$ cat src/rtl/spi_reg_pkg.sv
// Shared types for the SPI register-access master.
// Op codes, FSM states and the command width.
package spi_reg_pkg;

    localparam int CMD_W = 8;

    typedef enum logic [1:0] {
        OP_RD   = 2'b00,
        OP_WR   = 2'b10,
        OP_FAST = 2'b11
    } op_t;

    localparam logic [1:0] OP_RSV = 2'b01;

    typedef enum logic [2:0] {
        ST_IDLE,
        ST_SETUP,
        ST_HIGH,
        ST_LOW,
        ST_HOLD,
        ST_GAP
    } state_t;

endpackage

$ cat src/rtl/spi_reg_master_if.sv
// Request/response bundle between the host logic and the SPI master.
// master = host side, slave = the SPI master block.
interface spi_reg_master_if #(
    parameter int REG_W = 8
);
    logic             req_valid;
    logic             req_ready;
    logic [1:0]       req_op;
    logic [5:0]       req_addr;
    logic [REG_W-1:0] req_wdata;
    logic             rsp_valid;
    logic             rsp_err;
    logic [7:0]       rsp_status;
    logic [REG_W-1:0] rsp_rdata;

    modport master (
        output req_valid, req_op, req_addr, req_wdata,
        input  req_ready, rsp_valid, rsp_err, rsp_status, rsp_rdata
    );

    modport slave (
        input  req_valid, req_op, req_addr, req_wdata,
        output req_ready, rsp_valid, rsp_err, rsp_status, rsp_rdata
    );
endinterface

$ cat src/rtl/spi_sclk_timer.sv
// Phase timer: reloadable down-counter with a one-cycle done pulse.
// A load of V gives done on the V+1-th cycle after the load edge.
module spi_sclk_timer #(
    parameter int W = 3
) (
    input  logic         clk,
    input  logic         nrst,
    input  logic         load,
    input  logic [W-1:0] load_val,
    output logic         done
);
    logic [W-1:0] cnt;
    logic         run;

    // Count down while running; stop at zero unless reloaded.
    always_ff @(posedge clk or negedge nrst) begin
        if (!nrst) begin
            cnt <= '0;
            run <= 1'b0;
        end else if (load) begin
            cnt <= load_val;
            run <= 1'b1;
        end else if (run) begin
            if (cnt == '0) run <= 1'b0;
            else           cnt <= cnt - 1'b1;
        end
    end

    assign done = run && (cnt == '0);
endmodule

$ cat src/rtl/spi_reg_master.sv
// SPI mode-0 master for the register command protocol.
// Frame: {op, addr} command byte, then one data word unless fastcmd.
module spi_reg_master
    import spi_reg_pkg::*;
#(
    parameter int REG_W   = 8,
    parameter int CLK_DIV = 4,
    parameter int GAP     = 4
) (
    input  logic            clk,
    input  logic            nrst,
    spi_reg_master_if.slave bus,
    output logic            busy,
    output logic            sclk,
    output logic            nss,
    output logic            mosi,
    input  logic            miso
);
    localparam int FW   = CMD_W + REG_W;
    localparam int TMAX = (CLK_DIV > GAP) ? CLK_DIV : GAP;
    localparam int TW   = $clog2(TMAX);
    localparam int BW   = $clog2(FW);

    state_t          state;
    logic [FW-1:0]   tx_sh;
    logic [FW-1:0]   rx_sh;
    logic [BW-1:0]   bcnt;
    logic            is_fast;
    logic            miso_q1;
    logic            miso_q2;
    logic            accept;
    logic            tmr_load;
    logic            tmr_done;
    logic [TW-1:0]   tmr_val;

    assign accept = bus.req_valid && bus.req_ready;

    // Every phase change restarts the timer; GAP has its own length.
    assign tmr_load = (state == ST_IDLE)
                    ? (accept && bus.req_op != OP_RSV)
                    : (tmr_done && state != ST_GAP);
    assign tmr_val  = (state == ST_HOLD) ? TW'(GAP - 1) : TW'(CLK_DIV - 1);

    spi_sclk_timer #(.W(TW)) u_tmr (
        .clk      (clk),
        .nrst     (nrst),
        .load     (tmr_load),
        .load_val (tmr_val),
        .done     (tmr_done)
    );

    // Two-flop synchronizer for the asynchronous miso pin.
    always_ff @(posedge clk or negedge nrst) begin
        if (!nrst) begin
            miso_q1 <= 1'b0;
            miso_q2 <= 1'b0;
        end else begin
            miso_q1 <= miso;
            miso_q2 <= miso_q1;
        end
    end

    // Frame sequencer; all pin and response outputs are registered here.
    always_ff @(posedge clk or negedge nrst) begin
        if (!nrst) begin
            state          <= ST_IDLE;
            tx_sh          <= '0;
            rx_sh          <= '0;
            bcnt           <= '0;
            is_fast        <= 1'b0;
            sclk           <= 1'b0;
            nss            <= 1'b1;
            mosi           <= 1'b0;
            busy           <= 1'b0;
            bus.req_ready  <= 1'b0;
            bus.rsp_valid  <= 1'b0;
            bus.rsp_err    <= 1'b0;
            bus.rsp_status <= '0;
            bus.rsp_rdata  <= '0;
        end else begin
            bus.rsp_valid <= 1'b0;
            bus.rsp_err   <= 1'b0;
            case (state)
                ST_IDLE: begin
                    bus.req_ready <= 1'b1;
                    if (accept) begin
                        if (bus.req_op == OP_RSV) begin
                            bus.rsp_valid  <= 1'b1;
                            bus.rsp_err    <= 1'b1;
                            bus.rsp_status <= '0;
                            bus.rsp_rdata  <= '0;
                        end else begin
                            state         <= ST_SETUP;
                            bus.req_ready <= 1'b0;
                            busy          <= 1'b1;
                            nss           <= 1'b0;
                            mosi          <= bus.req_op[1];
                            // MSB goes straight to mosi; keep the rest.
                            tx_sh   <= {bus.req_op[0], bus.req_addr,
                                        bus.req_wdata, 1'b0};
                            is_fast <= (bus.req_op == OP_FAST);
                            bcnt    <= (bus.req_op == OP_FAST)
                                     ? BW'(CMD_W - 1) : BW'(FW - 1);
                        end
                    end
                end
                ST_SETUP: begin
                    if (tmr_done) begin
                        state <= ST_HIGH;
                        sclk  <= 1'b1;
                    end
                end
                ST_HIGH: begin
                    if (tmr_done) begin
                        state <= ST_LOW;
                        sclk  <= 1'b0;
                        rx_sh <= {rx_sh[FW-2:0], miso_q2};
                        if (bcnt != '0) begin
                            mosi  <= tx_sh[FW-1];
                            tx_sh <= tx_sh << 1;
                        end
                    end
                end
                ST_LOW: begin
                    if (tmr_done) begin
                        if (bcnt == '0) begin
                            state <= ST_HOLD;
                        end else begin
                            state <= ST_HIGH;
                            sclk  <= 1'b1;
                            bcnt  <= bcnt - 1'b1;
                        end
                    end
                end
                ST_HOLD: begin
                    if (tmr_done) begin
                        state         <= ST_GAP;
                        nss           <= 1'b1;
                        mosi          <= 1'b0;
                        bus.rsp_valid <= 1'b1;
                        if (is_fast) begin
                            bus.rsp_status <= rx_sh[CMD_W-1:0];
                            bus.rsp_rdata  <= '0;
                        end else begin
                            bus.rsp_status <= rx_sh[FW-1:REG_W];
                            bus.rsp_rdata  <= rx_sh[REG_W-1:0];
                        end
                    end
                end
                ST_GAP: begin
                    if (tmr_done) begin
                        state         <= ST_IDLE;
                        busy          <= 1'b0;
                        bus.req_ready <= 1'b1;
                    end
                end
                default: state <= ST_IDLE;
            endcase
        end
    end
endmodule

$ cat src/flat_wrapper.sv
// flat-port wrapper written by rule: the top's interface ports become plain ports
module spi_reg_master_flat import spi_reg_pkg::*;
#(
    parameter int REG_W   = 8,
    parameter int CLK_DIV = 4,
    parameter int GAP     = 4
)
  (clk, nrst, busy, sclk, nss, mosi, miso, bus_req_valid, bus_req_op, bus_req_addr, bus_req_wdata, bus_req_ready, bus_rsp_valid, bus_rsp_err, bus_rsp_status, bus_rsp_rdata);
  spi_reg_master_if #(.REG_W(REG_W)) bus_i ();
  input  logic clk;
  input  logic nrst;
  output logic busy;
  output logic sclk;
  output logic nss;
  output logic mosi;
  input  logic miso;
  input wire logic [$bits(bus_i.req_valid)-1:0] bus_req_valid;
  input wire logic [$bits(bus_i.req_op)-1:0] bus_req_op;
  input wire logic [$bits(bus_i.req_addr)-1:0] bus_req_addr;
  input wire logic [$bits(bus_i.req_wdata)-1:0] bus_req_wdata;
  output wire logic [$bits(bus_i.req_ready)-1:0] bus_req_ready;
  output wire logic [$bits(bus_i.rsp_valid)-1:0] bus_rsp_valid;
  output wire logic [$bits(bus_i.rsp_err)-1:0] bus_rsp_err;
  output wire logic [$bits(bus_i.rsp_status)-1:0] bus_rsp_status;
  output wire logic [$bits(bus_i.rsp_rdata)-1:0] bus_rsp_rdata;
  assign bus_i.req_valid = bus_req_valid;
  assign bus_i.req_op = bus_req_op;
  assign bus_i.req_addr = bus_req_addr;
  assign bus_i.req_wdata = bus_req_wdata;
  assign bus_req_ready = bus_i.req_ready;
  assign bus_rsp_valid = bus_i.rsp_valid;
  assign bus_rsp_err = bus_i.rsp_err;
  assign bus_rsp_status = bus_i.rsp_status;
  assign bus_rsp_rdata = bus_i.rsp_rdata;
  spi_reg_master #(.REG_W(REG_W), .CLK_DIV(CLK_DIV), .GAP(GAP)) u_core (.clk(clk), .nrst(nrst), .bus(bus_i), .busy(busy), .sclk(sclk), .nss(nss), .mosi(mosi), .miso(miso));
endmodule
$ cat config.mk
export PLATFORM = sky130hd
export DESIGN_NAME = spi_reg_master_flat
export DESIGN_NICKNAME = d
export VERILOG_FILES = /design/src/rtl/spi_reg_pkg.sv /design/src/rtl/spi_reg_master_if.sv /design/src/rtl/spi_sclk_timer.sv /design/src/rtl/spi_reg_master.sv /design/src/flat_wrapper.sv
export SDC_FILE = /design/constraint.sdc
export NUM_CORES = 1
export LEC_CHECK = 0
export BUFFER_PORTS_ARGS = -buffer_cell sky130_fd_sc_hd__buf_4
export CORE_UTILIZATION = 45
export DETAILED_ROUTE_END_ITERATION = 10
export GPL_TIMING_DRIVEN = 1
export PLACE_DENSITY_LB_ADDON = 0.25
export SLEW_MARGIN = 10
export SYNTH_ARGS = -nofsm -noshare
export SYNTH_HDL_FRONTEND = slang
export SYNTH_SLANG_ARGS = --single-unit
$ cat constraint.sdc
create_clock -name clk -period 2.53 [get_ports clk]
set_input_delay 0.1265 -clock clk [delete_from_list [all_inputs] [get_ports clk]]
set_output_delay 0.1265 -clock clk [all_outputs]
set_load 0.05 [all_outputs]
### Word-level counts from Yosys, hierarchy flattened

Cells that the tools add are included.

| cells by class | value |
|---|---|
| multiplexer cells | 58 |
| reduce and logical (&&, ||, !) cells | 27 |
| bitwise logic cells | 1 |
| $add $sub $neg | 2 |
| equal/unequal tests | 20 |

Operators with widths:

| kind | count |
|---|---|
| two-way mux 16 bit | 4 |
| two-way mux 8 bit | 6 |
| case mux 16 bit (2 select lines) | 1 |
| case mux 8 bit (2 select lines) | 2 |
| two-way mux 3 bit | 8 |
| two-way mux 1 bit | 21 |
| two-way mux 4 bit | 5 |
| != test 2 x 1 -> 1 bit (second input constant) | 9 |
| case mux 3 bit (6 select lines) | 1 |
| AND reduction 5 bit | 3 |
| AND reduction 4 bit | 3 |
| nonzero test 2 bit | 5 |
| case mux 1 bit (2 select lines) | 4 |
| case mux 4 bit (2 select lines) | 1 |
| AND reduction 7 bit | 1 |
| == test 3 x 2 -> 1 bit (second input constant) | 2 |
| == test 3 bit (second input constant) | 2 |
| two-way mux 2 bit | 3 |
| != test 2 bit (second input constant) | 3 |
| case mux 1 bit (3 select lines) | 2 |
| AND reduction 2 bit | 3 |
| AND reduction 6 bit | 1 |
| nonzero test 3 bit | 2 |
| logical AND 1 bit | 4 |
| 12 further kinds | 12 |

| storage, ports and cells | value |
|---|---|
| logic and storage cells | 126 |
| register bits after elaboration | 68 |

### Longest topological paths before layout

Gate-level depths: netlist of the first run.

| depth | value |
|---|---|
| depth after elaboration | 6 |
| depth in mapped cells | 7 |
| mapped depth without buffers | 6 |

### Cells and area by module

From an unflattened synthesis of the first run, not the netlist that was laid out.

| second synthesis, totals | value |
|---|---|
| cells, all modules | 270 |
| area, all modules | 3228.1 sq um |

Modules (own cells, without submodules):

| module | cells an instance | times used | area each (sq um) |
|---|---|---|---|
| spi_reg_master | 254 | 1 | 3057.9 |
| spi_sclk_timer | 16 | 1 | 170.2 |

### Least setup slack after synthesis of the first run

OpenSTA, ideal clock, no wires.

| timing | value |
|---|---|
| kind | register -> register |
| start | register u_core.bus.req_ready |
| end | register u_core.tx_sh[10] |
| required time | 2453 ps |
| clock period less this slack | 1946 ps |
| stages on the path, launching flop included | 6 |
| arrival time | 1869 ps |
| setup slack | 584 ps |
| cell sequence | dfrtp_1 nand2_1 o32ai_2 clkbuf_1 a21oi_1 a21oi_1 |

| between the ends | value |
|---|---|
| word-level cells in the longest chain between the ends | 3 |

Ends and longest elaborated chain:

| item | RTL line | source |
|---|---|---|
| start: declaration | spi_reg_master_if.sv:23 | `output req_ready, rsp_valid, rsp_err, rsp_status, rsp_rdata` |
| start signal: assignment | spi_reg_master.sv:75 | `bus.req_ready <= 1'b0;` |
| start signal: assignment | spi_reg_master.sv:85 | `bus.req_ready <= 1'b1;` |
| start signal: assignment | spi_reg_master.sv:94 | `bus.req_ready <= 1'b0;` |
| logical AND 1 bit | spi_reg_master.sv:36 | `assign accept = bus.req_valid && bus.req_ready;` |
| != test 2 x 1 -> 1 bit (no line) | -- |  |
| AND reduction 5 bit (no line) | -- |  |
| end signal: assignment | spi_reg_master.sv:99 | `tx_sh <= {bus.req_op[0], bus.req_addr,` |
| end signal: assignment | spi_reg_master.sv:120 | `tx_sh <= tx_sh << 1;` |
| end: declaration | spi_reg_master.sv:25 | `logic [FW-1:0] tx_sh;` |

No other way between the ends.
A chain may end at the register's enable or synchronous reset.

### Final worst setup path of the first run

| timing | value |
|---|---|
| start | register u_core.state[2] |
| end | register u_core.bus.rsp_status[4] |

| between the ends | value |
|---|---|
| word-level cells in the longest chain between the ends | 3 |
| elaborated cells between the ends (all ways) | 8 |
| classes of those cells | 4 x eq/ne; 1 x mux; 3 x reduce/logical |

Ends and longest elaborated chain:

| item | RTL line | source |
|---|---|---|
| start: declaration | spi_reg_master.sv:24 | `state_t state;` |
| start signal: assignment | spi_reg_master.sv:66 | `state <= ST_IDLE;` |
| start signal: assignment | spi_reg_master.sv:93 | `state <= ST_SETUP;` |
| start signal: assignment | spi_reg_master.sv:109 | `state <= ST_HIGH;` |
| == test 3 bit or logical NOT 3 bit (tied branches) | -- |  |
| != test 2 x 1 -> 1 bit (no line), or another cell as far along | -- |  |
| AND reduction 4 bit (no line) | -- |  |
| end signal: assignment | spi_reg_master.sv:142 | `bus.rsp_status <= rx_sh[CMD_W-1:0];` |
| end signal: assignment | spi_reg_master.sv:145 | `bus.rsp_status <= rx_sh[FW-1:REG_W];` |
| end: declaration | spi_reg_master_if.sv:23 |  |

Several ways; a longest one is shown, not always the timed one.

==> results of run 1 <==
==> worst reg2reg max path, delay by kind of cell (launching register included) <==
kind | cells | cell delay (ns)
AND/OR/NAND/NOR | 3 | 1.24
flip-flops | 1 | 0.58
multiplexers | 1 | 0.43
==> how the worst min path moves through the flow <==
stage                                  end  slack [ns]
after global routing      u_core.tx_sh[11]        0.09
after detailed placement    u_core.miso_q1        0.24
after floorplan             u_core.bcnt[0]       -0.17
after CTS                   u_core.is_fast        0.07
final                       u_core.is_fast        0.07
after global placement      u_core.miso_q1        0.24
==> registers in the layout, summed over array words and instances (netlist names), 2 cells and up <==
signal                 count
u_core.rx_sh              16
u_core.tx_sh              15
u_core.bus.rsp_rdata       8
u_core.bus.rsp_status      8
u_core.bcnt                4
u_core.state               3
u_core.u_tmr.cnt           2
==> synth_stat cells, types with 2 or more instances <==
library cell,instances
nor2b_1,3
ha_1,3
mux2_2,24
o21ai_0,5
nor3_1,4
clkbuf_1,7
nand3_1,4
o22a_1,2
a21o_1,3
and2_1,2
nand2_1,19
nor2_1,15
a21oi_1,34
nand2b_1,4
dfrtp_1,66
nor3b_1,2
buf_2,5
inv_1,16
a31oi_1,4
nor2_2,2
buf_6,3
mux2i_1,33
==> routing by layer <==
| layer | up-vias | GRT usage |
|---|---|---|
| met2 | 40 | 0.288 |
| met4 | 0 | 0.0864 |
| met3 | 8 | 0.0352 |
| met1 | 1089 | 0.241 |
| met5 | - | 0 |
| li1 | 1092 | - |
==> cells by family after synthesis <==
kind of cell | count (synthesis)
AOI/OAI and AO/OA | 61
and+or+nand+nor | 64
DFF | 67
muxes | 58
xor gates and xnor gates | 1
adders and majority gates | 3
buffers and inverters | 32
==> report_power, final <==
part	switching (mW)	total, mW	leakage (nW)	internal, mW
Combinational	0.0305	0.0564	0.980	0.0258
Clock	0.380	0.788	0.0905	0.408
Sequential	0.00617	1.08	0.847	1.08
==> final cells by class <==
| cell class | count | area [µm²] |
|---|---|---|
| clock buffer | 14 | 163 |
| sequential | 67 | 1680 |
| clock inverter | 2 | 10.0 |
| fill | 625 | 3040 |
| tap | 96 | 120 |
| timing repair buffer | 51 | 388 |
| multi-input combinational | 187 | 1380 |
| inverter | 16 | 60.1 |
==> metrics by stage <==
stage,cells,cell area (µm²)
6_report,433,3790
5_1_grt,433,3790
2_1_floorplan,286,3200
3_3_place_gp,415,3600
4_1_cts,433,3790
3_5_place_dp,415,3600
==> flow_metrics.tcl, run 1 <==
set metrics [dict create \
    die_y_um 86.4 \
    synthMuxAreaShare 0.192 \
    ant_nets 0 \
    grt_pass1_vias 2237 \
    ios 43 \
    synth_xor_area_frac 0.00273 \
    cts_setup_buffers 0 \
    arrival_ns 2.57 \
    endpoint_kind "flip-flop" \
    yosysSeqAreaShare 0.524 \
    vias 2229 \
    slew_viol_final 0 \
    critPathSlowestCell "nor2_2" \
    final_common_cell "dfrtp_1" \
    crit_chain "or2_1 -> nor4_4 -> nor2_2 -> mux2_2" \
    synth_cell_types 48 \
    overflow 0 \
    rr_startpoint "u_core.state[2]" \
    maxUsedRoutingLayer "met4" \
    antenna_found_initial 0 \
    viasPerCell 5.15 \
    tightest_slew_ns 1.01 \
    syn_area_per_cell_um2 11.2 \
    grt_max_degree 68 \
    core-area_um2 6830 \
    ys.flop_type "dfrtp_1" \
    peakVddDrop_mv 0.292 \
    cts.htree.levels 3 \
    wl_met1_um 3060 \
    crit_end "u_core.bus.rsp_status[4]" \
    cts_tree "built" \
    gp_congestion 0.826 \
    netlist_area_um2 3200 \
    hold_path.class "in -> reg" \
    grt_pass1_wl_um 10400 \
    synth-seq-cells 67 \
    grt_setup_unrepaired "no" \
    synth-compound-area-share 0.117 \
    drt_pass1_iterations 4 \
    num_rows 30 \
    synth_top_family_by_area "multiplexers" \
    min_period_ns 2.35 \
    drc_errors 0 \
    cp_max_fo 17 \
    hold_start "bus_req_op[0]" \
    groute.usage.overall 0.182 \
    post-place-ws_ns 0.172 \
    synthesis.nets 309 \
    synth_edf_count 0 \
    drt_wl_total_um 6200 \
    cap_violations 0 \
    post-dp-hpwl_um 4280 \
    p_per_area_nw_per_um2 508 \
    drive_above_1_share 0.285 \
    power.total_mw 1.93 \
    fin_nets 355 \
    critPathBufInv 0 \
    cts-root-buf "clkbuf_8" \
    dr_wl_met2_um 2830 \
    cts_made_buffers 9 \
    crit_path_start "u_core.state[2]" \
    synth-simple-area-share 0.106 \
    cp_top_family "simple AND/OR/NAND/NOR gates" \
    fp.dieW_um 86.4 \
    clock-sinks 67 \
    crit_path_max_incr_delay_ns 0.80 \
    yosys-top-cells-area "dfrtp_1, mux2i_1, mux2_2, a21oi_1, nand2_1" \
    timing.hold.ws_ns 0.0738 \
    fin_util 0.555 \
    synthCells 286 \
    io_buffers 42 \
    initial_core_util 0.469 \
    path_depth 4 \
    leakage_nw 1.92 \
    clk_pin_slew_worst_paths_ns 0.07 \
    clock.fmax_mhz 425 \
    worst_setup_path_start_kind "flip-flop" \
    first_iter_violations 112 \
    fin_skew_ns 0.00478 \
    holdPathStages 3 \
    critPathKind "reg -> reg" \
    synthArstFlopShare 1.00 \
    synth.top_cell.area_share 0.516 \
    hold_viol 0 \
    outcome "completed" \
    cts_resized 0 \
    finalSetupTns_ns 0 \
    synth_area_leader_cell "dfrtp_1" \
    yosys.area_share.adder 0.0117 \
    cp.required_ns 2.75 \
    reg2reg_to "u_core.bus.rsp_status[4]" \
    syn2layout_area_growth_pct 18.5 \
    final_cell_mix "dfrtp_1, buf_4, a21oi_1" \
    finalSetupViolCount 0 \
    worst_r2r_path_depth 4 \
    ctsHoldBuffers 2 \
    insertion_delay_ns 0.33 \
    die-area_um2 7460 \
    yosys_warnings 0 \
    ff2ff_setup_slack_ns 0.18 \
    fin_ws_ns 0.176 \
    antenna_cells 0 \
    wl_met3_um 231 \
    fin_crit_sh 0.930 \
    wl_per_cell_um 14.3 \
    relSlewSlack 0.328 \
    max-clock-path-buffers 2 \
]
Power figures use the tool's default switching activity.
==> run 2, diff against run 1 <==
--- a/config.mk
+++ b/config.mk
@@ -10,6 +10,7 @@
 export DETAILED_ROUTE_END_ITERATION = 10
 export GPL_TIMING_DRIVEN = 1
 export PLACE_DENSITY_LB_ADDON = 0.25
+export RECOVER_POWER = 50
 export SLEW_MARGIN = 10
 export SYNTH_ARGS = -nofsm -noshare
 export SYNTH_HDL_FRONTEND = slang
==> run 2 against run 1 <==
- the flow now finishes with violations (capacitance limit, slew limit)
- hold slack hardly changed
- setup slack better by 0.0068 ns
- critical path depth unchanged
- global-route usage is the same
- flip-flop and latch count unchanged
- power barely moved
- clock power is essentially flat
- critical path type unchanged
- largest cell class unchanged
==> flow_metrics.tcl, run 2 (synthesis results as in run 1) <==
set metrics [dict create \
    n_fill_cell 644 \
    antenna_found_initial 0 \
    timing.hold.ws_ns 0.0742 \
    groute.usage.overall 0.182 \
    final_common_cell "dfrtp_1" \
    grt_max_degree 68 \
    drt_pass1_iterations 4 \
    clock.fmax_mhz 426 \
    worst_r2r_path_depth 4 \
    num_rows 30 \
    post-dp-hpwl_um 4280 \
    drive_above_1_share 0.223 \
    stdcell_area_um2 3710 \
    die_y_um 86.4 \
    gp_congestion 0.826 \
    core-area_um2 6830 \
    grt_pass1_wl_um 10400 \
    max-clock-path-buffers 2 \
    drc_errors 0 \
    fin_skew_ns 0.00481 \
    drt_wl_total_um 6200 \
    hold_path.class "in -> reg" \
    cp.required_ns 2.75 \
    viasPerCell 5.12 \
    holdPathStages 3 \
    clock-sinks 67 \
    clk_pin_slew_worst_paths_ns 0.07 \
    rr_startpoint "u_core.state[2]" \
    ff2ff_setup_slack_ns 0.18 \
    cp_top_family "simple AND/OR/NAND/NOR gates" \
    initial_core_util 0.469 \
    insertion_delay_ns 0.33 \
    slew_viol_final 68 \
    place_area_um2 3600 \
    ant_nets 0 \
    antenna_cells 0 \
    finalSetupTns_ns 0 \
    tightest_slew_ns 1.62 \
    hold_start "bus_req_op[0]" \
    largest_register "u_core.rx_sh" \
    grt_setup_unrepaired "no" \
    min_period_ns 2.35 \
    crit_path_max_incr_delay_ns 0.79 \
    cap_violations 1 \
    arrival_ns 2.57 \
    fp.dieW_um 86.4 \
    leakage_nw 1.84 \
    largest_reg_flops 16 \
    grt_pass1_vias 2237 \
    critPathSlowestCell "nor2_2" \
    violations "capacitance limit, slew limit" \
    syn2layout_area_growth_pct 15.9 \
    multi_input_area_um2 1380 \
    vias 2219 \
    die-area_um2 7460 \
    cp_max_fo 17 \
    first_iter_violations 110 \
    finalSetupViolCount 0 \
    fin_ws_ns 0.183 \
    hold_viol 0 \
    endpoint_kind "flip-flop" \
    cts-root-buf "clkbuf_8" \
    overflow 0 \
    post-place-ws_ns 0.172 \
    fin_nets 355 \
    worst_setup_path_start_kind "flip-flop" \
    outcome "complete, but fails checks" \
    critPathBufInv 0 \
    ios 43 \
    critPathKind "reg -> reg" \
    power.total_mw 1.93 \
    relSlewSlack -0.0816 \
    seqCellArea_um2 1680 \
    cts.htree.levels 3 \
    reg2reg_to "u_core.bus.rsp_status[4]" \
    final_cell_mix "dfrtp_1, a21oi_1, mux2i_1" \
    cts_tree "built" \
    fin_crit_sh 0.928 \
    io_buffers 42 \
    min_to "u_core.is_fast" \
    top_regs "u_core.rx_sh (16), u_core.tx_sh (15)" \
    cts_made_buffers 9 \
    peakVddDrop_mv 0.289 \
    p_per_area_nw_per_um2 519 \
    wl_per_cell_um 14.3 \
    crit_chain "or2_1 -> nor4_4 -> nor2_2 -> mux2_2" \
]
[run 2: stage by stage]
step / cells / utilization
after floorplan: 286 / -
after global placement: 415 / 0.527
after detailed placement: 415 / 0.527
after CTS: 433 / 0.555
after global routing: 433 / 0.544
final: 433 / 0.544
[run 2: worst max path at each step]
| stage | from | to | slack [ns] | cells past startpoint |
|---|---|---|---|---|
| floorplan | u_core.bus.req_ready | u_core.tx_sh[10] | 0.58 | 5 |
| global placement | u_core.state[2] | u_core.bus.rsp_status[6] | 0.26 | 4 |
| detailed placement | u_core.state[2] | u_core.bus.rsp_status[2] | 0.17 | 4 |
| CTS | u_core.state[2] | u_core.bus.rsp_status[0] | 0.17 | 4 |
| global route | u_core.state[2] | u_core.bus.rsp_status[4] | 0.03 | 4 |
| finish | u_core.state[2] | u_core.bus.rsp_status[4] | 0.18 | 4 |
[run 2: report_power, final]
group / switching, mW / internal (mW) / total [mW]
Clock: 0.379 / 0.408 / 0.787
Combinational: 0.0303 / 0.0252 / 0.0556
Sequential: 0.00602 / 1.08 / 1.08
[run 2: layout make-up]
| class | count | share of cell area |
|---|---|---|
| multi-input combinational | 187 | 0.371 |
| clock buffer | 14 | 0.0438 |
| tap | 96 | 0.0323 |
| clock inverter | 2 | 0.00270 |
| timing repair buffer | 51 | 0.0825 |
| sequential | 67 | 0.452 |
| inverter | 16 | 0.0162 |
[run 2: per-layer routing]
| metal | vias to the layer above | routed length (µm) | part of all wire | global-route usage |
|---|---|---|---|---|
| met5 | - | 0 | 0 | 0 |
| met4 | 0 | 67 | 0.011 | 0.0864 |
| met3 | 7 | 226 | 0.036 | 0.0352 |
| met2 | 38 | 2820 | 0.46 | 0.288 |
| met1 | 1083 | 3080 | 0.50 | 0.241 |
| li1 | 1091 | - | - | - |
[run 2: worst register-to-register path, stage by stage (launching register included)]
cell	delay, ns
dfrtp_1	0.58
or2_1	0.35
nor4_4	0.09
nor2_2	0.79
mux2_2	0.42
[run 2: what timing repair did]
item,4_1_cts,5_1_grt
resized for setup,0,0
endpoints found under the hold margin,67,0
hold buffers,2,0
buffers inserted,0,0
==> run 3, diff against run 2 <==
--- a/config.mk
+++ b/config.mk
@@ -6,11 +6,12 @@
 export NUM_CORES = 1
 export LEC_CHECK = 0
 export BUFFER_PORTS_ARGS = -buffer_cell sky130_fd_sc_hd__buf_4
-export CORE_UTILIZATION = 45
+export CORE_UTILIZATION = 55
 export DETAILED_ROUTE_END_ITERATION = 10
 export GPL_TIMING_DRIVEN = 1
-export PLACE_DENSITY_LB_ADDON = 0.25
+export PLACE_DENSITY = 0.78
 export RECOVER_POWER = 50
+export SKIP_LAST_GASP = 1
 export SLEW_MARGIN = 10
 export SYNTH_ARGS = -nofsm -noshare
 export SYNTH_HDL_FRONTEND = slang
==> run 3 against run 2 <==
- the run still ends with capacitance limit, slew limit left
- largest power group unchanged
- critical endpoint is now u_core.bus.rsp_status[6]
- hold slack got worse by 0.015 ns
- clock-buffer cell count fell by 1
- critical path depth rose by 2
- cell area rose by 0.51%
- non-clock buffer count rose by 1
- critical path type unchanged
- clock skew rose by 0.0035 ns
- wire length rose by 1.1%
- register-to-register slack improved by 0.13 ns
==> flow_metrics.tcl, run 3 (synthesis results as in run 1) <==
set metrics [dict create \
    outcome "complete, but fails checks" \
    violations "capacitance limit, slew limit" \
    arrival_ns 2.44 \
    max-clock-path-buffers 2 \
    drt_pass1_iterations 4 \
    vias 2292 \
    first_iter_violations 234 \
    fin_nets 356 \
    ant_nets 0 \
    cts-root-buf "clkbuf_8" \
    worst_setup_path_start_kind "flip-flop" \
    grt_setup_unrepaired "no" \
    critPathSlowestCell "nor2_2" \
    drt_wl_total_um 6270 \
    cts_made_buffers 9 \
    antenna_found_initial 0 \
    post-dp-hpwl_um 4220 \
    slew_viol_final 68 \
    largest_reg_flops 16 \
    insertion_delay_ns 0.34 \
    wl_met1_um 3050 \
    grt_pass1_wl_um 11200 \
    antenna_cells 0 \
    overflow 0 \
    grt_pass1_vias 2308 \
    top_regs "u_core.rx_sh (16), u_core.tx_sh (15)" \
    maxUsedRoutingLayer "met4" \
    endpoint_kind "flip-flop" \
    relSlewSlack -0.0890 \
    finalSetupTns_ns 0 \
    die_y_um 78.3 \
    cts_resized 0 \
    crit_path_max_incr_delay_ns 0.75 \
    gp_congestion 0.854 \
    groute.usage.overall 0.236 \
    initial_core_util 0.575 \
    final_cell_mix "dfrtp_1, a21oi_1, mux2i_1" \
    wl_met3_um 220 \
    core-area_um2 5570 \
    fp.dieW_um 78.3 \
    fin_skew_ns 0.00828 \
    wl_per_cell_um 15.3 \
    fin_crit_sh 0.875 \
    worst_r2r_path_depth 6 \
    drive_above_1_share 0.231 \
    hold_viol 0 \
    grt_max_degree 68 \
    io_buffers 42 \
    viasPerCell 5.59 \
    final_common_cell "dfrtp_1" \
    leakage_nw 1.85 \
    p_per_area_nw_per_um2 555 \
    clock-sinks 67 \
    fin_util 0.670 \
    tightest_slew_ns 1.63 \
    crit_chain "inv_1 -> ha_1 -> nand2_1 -> nor2_4 -> nor2_2 -> mux2_2" \
    cp.required_ns 2.75 \
    ios 43 \
    holdPathStages 3 \
    num_rows 27 \
    dr_wl_met2_um 2880 \
    largest_register "u_core.rx_sh" \
    drc_errors 0 \
    clock.fmax_mhz 452 \
    cts_tree "built" \
    hold_path.class "in -> reg" \
    syn2layout_area_growth_pct 16.5 \
    cap_violations 1 \
    clk_pin_slew_worst_paths_ns 0.07 \
    cp_max_fo 17 \
    die-area_um2 6130 \
    min_period_ns 2.21 \
    finalSetupViolCount 0 \
    peakVddDrop_mv 0.384 \
    cts.htree.levels 3 \
    critPathKind "reg -> reg" \
]
## run 3: changes by cell type in the layout (fill, tap and decap cells not counted), sizes merged
cell / change
clkinvlp: +2
clkinv: -2
buf: +1
clkbuf: -1
bufinv: +1
## run 3: power by group
group          leakage, nW  total (mW)  internal (mW)  switching [mW]
clock network        0.102       0.933          0.536           0.397
logic                0.905      0.0557         0.0252          0.0305
registers            0.847        1.08           1.08         0.00606
## run 3: path summary, 6_finish.rpt
path / to / slack (ns) / from
setup / recovery: u_core.bus.rsp_status[6] / 0.32 / u_core.u_tmr.cnt[0]
hold / removal: u_core.is_fast / 0.06 / bus_req_op[0]
setup reg to reg: u_core.bus.rsp_status[6] / 0.32 / u_core.u_tmr.cnt[0]
hold reg to reg: u_core.miso_q2 / 0.36 / u_core.miso_q1
max in group asynchronous: u_core.tx_sh[3] / 0.81 / nrst
min in group asynchronous: u_core.bus.req_ready / 0.72 / nrst
## run 3: cell type report
class	count	area, µm²
inverter	16	60.1
sequential	67	1680
fill	439	1840
tap	72	90.1
timing repair buffer	52	314
multi-input combinational	187	1380
clock buffer	13	169
clock inverter	3	45.0
## run 3: worst max-delay path: cells and delay by family (launching register included)
| kind | cells | cell delay, ns |
|---|---|---|
| buffers and inverters | 1 | 0.06 |
| adders and majority gates | 1 | 0.23 |
| muxes | 1 | 0.43 |
| DFF | 1 | 0.32 |
| and+or+nand+nor | 3 | 1.06 |
## run 3: timing repair
item	CTS	global route
setup buffers	0	0
hold endpoints to repair	67	0
hold buffers	2	0
## run 3: per-stage QoR
step / power (mW) / hold slack (ns) / instances / instance area (µm²) / setup WS (ns)
after global routing: 2.13 / 0.0729 / 410 / 3730 / 0.148
after global placement: 1.16 / 0.237 / 392 / 3580 / 0.384
after detailed placement: 1.16 / 0.238 / 392 / 3580 / 0.310
final: 2.07 / 0.0588 / 410 / 3730 / 0.317
after CTS: 2.09 / 0.0520 / 410 / 3810 / 0.307
after floorplan: 1.11 / -0.169 / 286 / 3200 / 0.584
## run 3: metal layers
metal / GRT usage / vias to the layer above
li1: - / 1103
met1: 0.331 / 1121
met2: 0.358 / 55
met3: 0.0372 / 13
met4: 0.117 / 0
met5: 0 / -
